### config.mk
export PLATFORM = sky130hd
export DESIGN_NAME = fetch_unit_flat
export DESIGN_NICKNAME = d
export VERILOG_FILES = /design/src/rtl/fetch_unit_if.sv /design/src/rtl/fetch_unit.sv /design/src/flat_wrapper.sv
export SDC_FILE = /design/constraint.sdc
export NUM_CORES = 1
export LEC_CHECK = 0
export ABC_CLOCK_PERIOD_IN_PS = 4800
export BUFFER_PORTS_ARGS = -buffer_cell sky130_fd_sc_hd__buf_2
export CORE_MARGIN = 10
export CORE_UTILIZATION = 40
export DETAILED_ROUTE_END_ITERATION = 8
export PLACE_DENSITY = 0.7
export SETUP_SLACK_MARGIN = 0.4
export SYNTH_ARGS = -nofsm -noshare
export SYNTH_HDL_FRONTEND = slang
export SYNTH_SLANG_ARGS = --single-unit
### constraint.sdc
create_clock -name clock -period 4.8 [get_ports clock]
set_input_delay 0.24 -clock clock [delete_from_list [all_inputs] [get_ports clock]]
set_output_delay 0.24 -clock clock [all_outputs]
set_load 0.02 [all_outputs]
### src/rtl/fetch_unit_if.sv
// rtl/fetch_unit_if.sv - decoder/PMEM/execute-facing signal bundle of the fetch stage
interface fetch_unit_if #(
    parameter int PMEM_ADDR_WIDTH = 12,
    parameter int PMEM_WORD_WIDTH = 16,
    parameter int PC_WIDTH        = 12
);
    logic                       in_jump;
    logic [PC_WIDTH-1:0]        in_jump_target;
    logic                       in_stall;
    logic [PMEM_WORD_WIDTH-1:0] in_pmem_data;
    logic [PMEM_ADDR_WIDTH-1:0] out_pmem_addr;
    logic                       out_pmem_rd_en;
    logic [PMEM_WORD_WIDTH-1:0] out_instr;
    logic [PC_WIDTH-1:0]        out_pc;
    logic                       out_flush;

    modport master (
        input  in_jump, in_jump_target, in_stall, in_pmem_data,
        output out_pmem_addr, out_pmem_rd_en, out_instr, out_pc, out_flush
    );

    modport slave (
        output in_jump, in_jump_target, in_stall, in_pmem_data,
        input  out_pmem_addr, out_pmem_rd_en, out_instr, out_pc, out_flush
    );
endinterface

### src/rtl/fetch_unit.sv
// rtl/fetch_unit.sv - instruction fetch stage: PC, PMEM read, stall hold and jump flush
module fetch_unit #(
    parameter int PMEM_ADDR_WIDTH = 12,
    parameter int PMEM_WORD_WIDTH = 16,
    parameter int PC_WIDTH        = 12,
    parameter int FLUSH_CYCLES    = 2
) (
    input  logic          clock,
    input  logic          reset,
    fetch_unit_if.master  bus
);
    typedef enum logic [1:0] {RUN, STALL, FLUSH} state_t;

    state_t                     state, state_nxt;
    logic [PC_WIDTH-1:0]        pc_reg, pc_nxt;
    logic [PC_WIDTH-1:0]        inflight_pc, inflight_pc_nxt;
    logic                       inflight_valid, inflight_valid_nxt;
    logic [PMEM_WORD_WIDTH-1:0] hold_instr, hold_instr_nxt;
    logic [PC_WIDTH-1:0]        hold_pc, hold_pc_nxt;
    logic [2:0]                 flush_cnt, flush_cnt_nxt;
    logic [PMEM_WORD_WIDTH-1:0] cur_instr;
    logic [PC_WIDTH-1:0]        cur_pc;
    logic                       fetch, capture;

    always_ff @(posedge clock or posedge reset) begin
        if (reset) begin
            state          <= RUN;
            pc_reg         <= '0;
            inflight_pc    <= '0;
            inflight_valid <= 1'b0;
            hold_instr     <= '0;
            hold_pc        <= '0;
            flush_cnt      <= '0;
        end else begin
            state          <= state_nxt;
            pc_reg         <= pc_nxt;
            inflight_pc    <= inflight_pc_nxt;
            inflight_valid <= inflight_valid_nxt;
            hold_instr     <= hold_instr_nxt;
            hold_pc        <= hold_pc_nxt;
            flush_cnt      <= flush_cnt_nxt;
        end
    end

    always_comb begin
        cur_instr = '0;
        cur_pc    = inflight_pc;
        case (state)
            STALL: begin
                cur_instr = hold_instr;
                cur_pc    = hold_pc;
            end
            FLUSH:   cur_instr = '0;
            default: cur_instr = inflight_valid ? bus.in_pmem_data : '0;
        endcase
    end

    always_comb begin
        state_nxt          = state;
        pc_nxt             = pc_reg;
        inflight_pc_nxt    = inflight_pc;
        inflight_valid_nxt = inflight_valid;
        hold_instr_nxt     = hold_instr;
        hold_pc_nxt        = hold_pc;
        flush_cnt_nxt      = flush_cnt;
        fetch              = 1'b0;
        capture            = 1'b0;

        case (state)
            RUN: begin
                if (bus.in_stall) begin
                    state_nxt = STALL;
                    capture   = 1'b1;
                end else begin
                    fetch = 1'b1;
                end
            end
            STALL: begin
                // Leaving STALL re-enables the read this cycle, so the hold word
                // is followed directly by the word at pc_reg.
                if (!bus.in_stall) begin
                    state_nxt = RUN;
                    fetch     = 1'b1;
                end
            end
            default: begin
                flush_cnt_nxt = flush_cnt - 3'd1;
                if (flush_cnt <= 3'd1) begin
                    if (bus.in_stall) begin
                        // Entering STALL freezes fetch so the first post-flush word is not lost.
                        state_nxt = STALL;
                        capture   = 1'b1;
                    end else begin
                        state_nxt = RUN;
                        fetch     = 1'b1;
                    end
                end else begin
                    fetch = 1'b1;
                end
            end
        endcase

        if (fetch) begin
            pc_nxt             = pc_reg + PC_WIDTH'(1);
            inflight_pc_nxt    = pc_reg;
            inflight_valid_nxt = 1'b1;
        end
        if (capture) begin
            hold_instr_nxt = cur_instr;
            hold_pc_nxt    = cur_pc;
        end

        if (bus.in_jump) begin
            state_nxt          = FLUSH;
            pc_nxt             = bus.in_jump_target;
            inflight_pc_nxt    = pc_reg;
            inflight_valid_nxt = 1'b0;
            flush_cnt_nxt      = 3'(FLUSH_CYCLES);
            hold_instr_nxt     = hold_instr;
            hold_pc_nxt        = hold_pc;
        end
    end

    assign bus.out_pmem_addr  = PMEM_ADDR_WIDTH'(pc_reg);
    assign bus.out_pmem_rd_en = !reset && ((state != STALL) || !bus.in_stall);
    assign bus.out_instr      = cur_instr;
    assign bus.out_pc         = cur_pc;
    assign bus.out_flush      = (state == FLUSH);
endmodule

### src/flat_wrapper.sv
// flat-port wrapper written by rule: the top's interface ports become plain ports
module fetch_unit_flat 
#(
    parameter int PMEM_ADDR_WIDTH = 12,
    parameter int PMEM_WORD_WIDTH = 16,
    parameter int PC_WIDTH        = 12,
    parameter int FLUSH_CYCLES    = 2
)
  (clock, reset, bus_in_jump, bus_in_jump_target, bus_in_stall, bus_in_pmem_data, bus_out_pmem_addr, bus_out_pmem_rd_en, bus_out_instr, bus_out_pc, bus_out_flush);
  fetch_unit_if #(.PMEM_ADDR_WIDTH(PMEM_ADDR_WIDTH), .PMEM_WORD_WIDTH(PMEM_WORD_WIDTH), .PC_WIDTH(PC_WIDTH)) bus_i ();
  input  logic clock;
  input  logic reset;
  input wire logic [$bits(bus_i.in_jump)-1:0] bus_in_jump;
  input wire logic [$bits(bus_i.in_jump_target)-1:0] bus_in_jump_target;
  input wire logic [$bits(bus_i.in_stall)-1:0] bus_in_stall;
  input wire logic [$bits(bus_i.in_pmem_data)-1:0] bus_in_pmem_data;
  output wire logic [$bits(bus_i.out_pmem_addr)-1:0] bus_out_pmem_addr;
  output wire logic [$bits(bus_i.out_pmem_rd_en)-1:0] bus_out_pmem_rd_en;
  output wire logic [$bits(bus_i.out_instr)-1:0] bus_out_instr;
  output wire logic [$bits(bus_i.out_pc)-1:0] bus_out_pc;
  output wire logic [$bits(bus_i.out_flush)-1:0] bus_out_flush;
  assign bus_i.in_jump = bus_in_jump;
  assign bus_i.in_jump_target = bus_in_jump_target;
  assign bus_i.in_stall = bus_in_stall;
  assign bus_i.in_pmem_data = bus_in_pmem_data;
  assign bus_out_pmem_addr = bus_i.out_pmem_addr;
  assign bus_out_pmem_rd_en = bus_i.out_pmem_rd_en;
  assign bus_out_instr = bus_i.out_instr;
  assign bus_out_pc = bus_i.out_pc;
  assign bus_out_flush = bus_i.out_flush;
  fetch_unit #(.PMEM_ADDR_WIDTH(PMEM_ADDR_WIDTH), .PMEM_WORD_WIDTH(PMEM_WORD_WIDTH), .PC_WIDTH(PC_WIDTH), .FLUSH_CYCLES(FLUSH_CYCLES)) u_core (.clock(clock), .reset(reset), .bus(bus_i));
endmodule
; After elaboration in Yosys (flattened, before gate mapping)
; Cells that the tools add are included.
[totals]
word_cells = 50
out_inout_bits = 42
reg_bits = 58
[classes]
n_eq_ne = 6
n_bitwise = 1
magnitude_cmp = 1
add_sub_neg = 2
muxes = 23
n_reduce_logical = 10
[op_table]
columns = cell, count
row1 = $mux 12, 5
row2 = $pmux 16 s2, 1
row3 = $mux 16, 1
row4 = $add 12x1->12 const B, 1
row5 = $mux 1, 8
row6 = $mux 2, 4
row7 = $mux 3, 2
row8 = $ne 3x3->1 const B, 2
row9 = $ne 2x1->1 const B, 2
row10 = $pmux 2 s2, 1
row11 = $reduce_bool 4->1, 1
row12 = $le 3x1->1 const B, 1
row13 = $reduce_and 3->1, 1
row14 = $sub 3x1->3 const B, 1
row15 = $eq 2x1->1 const B, 1
row16 = $eq 2x2->1 const B, 1
row17 = $logic_not 1->1, 2
row18 = $logic_not 2->1, 1
row19 = $pmux 1 s2, 1
row20 = $reduce_and 2->1, 1
row21 = $reduce_bool 2->1, 1
row22 = $reduce_or 2->1, 1
row23 = $logic_and 1x1->1, 1
row24 = $logic_or 1x1->1, 1
row25 = $not 1->1, 1

; Longest topological paths before layout
[depth]
ltp_word = 5
depth_mapped = 8
ltp_nobuf = 6

; Worst setup path before layout
; No wires, ideal clock.
[synth_path]
kind = flip-flop to flip-flop
startpoint = register u_core.state[1]
endpoint = register u_core.inflight_pc[0]
synth_period_minus_slack_ns = 1.916
path_slack_ns = 2.884
path_stages_with_launch = 9
arrival_ns = 1.791
path_cell_list = dfrtp_1 -> inv_1 -> ha_1 -> buf_2 -> nor2_1 -> o21ai_2 -> nand3_1 -> buf_4 -> mux2_2
[synth_via]
elab_chain_cells = 4
word_cells_on_any_way = 5
classes_between = eq/ne: 1 / mux: 1 / reduce/logical: 3
[synth_rtl]
columns = item, line_no
row1 = from (decl), fetch_unit.sv:14  ; state_t state, state_nxt;
row2 = from (signal assigned), fetch_unit.sv:35  ; state <= state_nxt;
row3 = $eq 2x1->1 or $logic_not 2->1 (tied branches), fetch_unit.sv:69  ; case (state)
row4 = $reduce_or 2->1 (no source line) (*), -
row5 = $mux 1 (*), -
row6 = $reduce_bool 2->1 (no source line) (*), -
row7 = to (signal assigned), fetch_unit.sv:37  ; inflight_pc <= inflight_pc_nxt;
row8 = to (decl), fetch_unit.sv:16  ; logic [PC_WIDTH-1:0] inflight_pc, inflight_pc_nxt;
; Mark *: on every way between the ends. The rest lies on a longest branch, timed or not.
; A chain may end at the register's enable or synchronous reset.

; Final worst setup path
[layout_path]
startpoint = register u_core.state[1]
endpoint = output port bus_out_instr[10]
[layout_via]
elab_chain_cells = 2
word_cells_on_any_way = 3
classes_between = eq/ne: 2 / mux: 1
[layout_rtl]
columns = item, line_no
row1 = $eq 2x2->1 or $eq 2x1->1 (tied branches), fetch_unit.sv:48  ; case (state)
row2 = $pmux 16 s2 (*), fetch_unit.sv:48
row3 = to (decl), flat_wrapper.sv:19  ; output wire logic [$bits(bus_i.out_instr)-1:0] bus_out_instr;
; Marked as above.

==> flow_summary.json <==
{
  "overflow": 0,
  "drt_iter0_drc": 99,
  "post-place-ws_ns": 2.04,
  "die_h_um": 106,
  "min_path_type": "primary input to flip-flop",
  "root_buffer": "clkbuf_8",
  "ys_async_sr_fraction_pct": 100,
  "portBuffers": 73,
  "final_antenna_net_count": 0,
  "path_clk_slew_ns": 0.06,
  "p_total_uw": 2100,
  "tritoncts": "yes",
  "antenna_found_initial": 0,
  "synth_warnings": 0,
  "clock_skew_ns": 0.00479,
  "maxCapViolations": 0,
  "cp-end-kind": "output pin",
  "reg2reg_depth": 6,
  "power_frac_comb_pct": 40.7,
  "p_clk_share_pct": 20.7,
  "cts_setup_buffers": 0,
  "outcome": "finished, final reports clean",
  "gp_congestion": 0.795,
  "netlist_instances": 244,
  "setup.worst_path.start_class": "flip-flop",
  "netlist_area_um2": 2960,
  "setup_tns_ns": 0,
  "drt-wirelength-per-cell_um": 17.3,
  "dp_cells": 403,
  "ctsHoldBuffers": 1,
  "synth_edf_count": 0,
  "layout_setup_ws_ns": 1.91,
  "leakagePower_uw": 0.00164,
  "grt_pass1_vias": 2370,
  "design.core.area_um2": 7210,
  "finalCriticalPeriod_ns": 2.89,
  "rsz0062_at_grt": "no",
  "powerDensity_nw_per_um2": 587,
  "crit_type": "flip-flop to output pin",
  "clockBufferDepth": 2,
  "p_sw_share_pct": 37.6,
  "grt_use_total_pct": 13.3,
  "power.share.sequential_pct": 38.6,
  "relSlewSlack_pct": 22.5,
  "synth_nets": 282,
  "htreeDepth": 3,
  "wirelength_um": 7270,
  "ys.flop_type": "dfrtp_1",
  "tightestPinTransition_ns": 1.16,
  "max_freq_mhz": 347,
  "die_area_um2": 11200,
  "synth_area_per_cell_um2": 12.1,
  "holdPathStages": 3,
  "hpwl_um": 5310,
  "final_common_cell": "buf_2",
  "holdWs_ns": 0.120,
  "remaining_drc_errors": 0,
  "peakVddDrop_mv": 0.279,
  "cp.arrival_ns": 2.65,
  "start_util_pct": 41.0,
  "yosys_register_bits": 58,
  "yosysUniqueCellTypes": 47,
  "num_rows": 31,
  "ys_seq_area_share_pct": 49.1,
  "clk-insertion-delay-late_ns": 0.33,
  "numCtsBuffers": 9,
  "p_switching_uw": 789,
  "setup_viol_count_final": 0,
  "grt_max_degree": 34,
  "critPathMaxFanout": 20,
  "finalCritPeriodShare_pct": 60.1,
  "dr.pass1.iters": 4,
  "ctsResizeCount": 0,
  "cts.sinks": 58,
  "drive_above_1_share_pct": 46.6,
  "grt_pass1_wl_um": 12200,
  "final_cell_mix": "buf_2 (73), dfrtp_1 (58), mux2_2 (52)",
  "top_level_ports": 74,
  "nNetsFinal": 354,
  "intPower_uw": 1310,
  "fin_cells": 419,
  "maxSlewViolCount": 0,
  "vias": 2287,
  "die_w_um": 106,
  "area_growth_pct": 20.7,
  "finalHoldViolations": 0,
  "r2r_setup_slack_ns": 2.06,
  "diodes": 0,
  "routed_via_density": 5.46,
  "worstPathRequired_ns": 4.56
}
==> cell usage after synthesis (all sizes together) (7+ instances only) <==
library cell,number,area [um^2]
or4,8,61.3
nor2,13,48.8
dfrtp,58,1450
a22o,16,140
nand3,7,35.0
mux2,52,586
a31oi,8,50.1
nand2,9,33.8
buf,8,56.3
inv,8,30.0
o31ai,8,60.1
==> worst max-delay path, stage by stage, from the launching register on <==
cell and delay, ns:
dfrtp_1 0.41, inv_1 0.10, ha_1 0.76, and2_1 0.63, a22o_1 0.24, buf_2 0.17
==> flip-flops by register name, summed over array words and instances, names as in the netlist <==
| signal | flops |
|---|---|
| u_core.inflight_pc | 12 |
| u_core.flush_cnt | 3 |
| u_core.state | 2 |
| u_core.inflight_valid | 1 |
| u_core.hold_instr | 16 |
| u_core.bus.out_pmem_addr | 12 |
| u_core.hold_pc | 12 |
==> final timing paths <==
path,endpoint,startpoint
setup / recovery,bus_out_instr[10],u_core.state[1]
hold / removal,u_core.bus.out_pmem_addr[0],bus_in_jump_target[0]
setup reg to reg,u_core.inflight_pc[7],u_core.state[1]
hold reg to reg,u_core.hold_pc[6],u_core.hold_pc[6]
max in group asynchronous,u_core.hold_pc[11],reset
min in group asynchronous,u_core.flush_cnt[0],reset
==> power groups by stage <==
stage / clock [uW] / sequential, uW / combinational, uW
floorplan: 0 / 797 / 644
global placement: 0 / 807 / 841
detailed placement: 0 / 817 / 865
CTS: 445 / 811 / 868
global route: 470 / 840 / 936
finish: 434 / 810 / 853
==> per-stage QoR <==
step	instance area (um^2)	util, %
4_1_cts	3570	49.5
2_1_floorplan	2960	-
5_1_grt	3570	49.5
6_report	3570	49.5
3_3_place_gp	3380	46.8
3_5_place_dp	3380	46.8
==> routing by layer <==
layer	GRT usage (%)	wire, um	up-vias
li1	-	-	1058
met1	16.0	3160	1163
met2	22.1	3710	57
met3	3.44	287	9
met4	5.61	104	0
met5	0	0	-
==> area by class of cell <==
type | instances | area (um^2)
fillers | 685 | 3640
flip-flops and latches | 58 | 1450
multi-input cells | 163 | 1390
repair buffers | 75 | 383
clock buffers | 12 | 145
well taps | 99 | 124
clock inverters | 3 | 40.0
inverters | 9 | 33.8
==> logic make-up (layout without fill, tap and decap cells) <==
kind of cell / Yosys count / count (layout) / synth area share (%)
AO/OA/AOI/OAI: 52 / 52 / 14.5
XOR/XNOR: 3 / 3 / 0.888
adder cells (fa/ha/maj): 6 / 6 / 2.54
buffers and inverters: 23 / 99 / 3.81
flip-flops: 58 / 58 / 49.1
multiplexers: 53 / 53 / 20.1
AND/OR/NAND/NOR: 49 / 49 / 9.05
(Power assumes the default switching activity.)
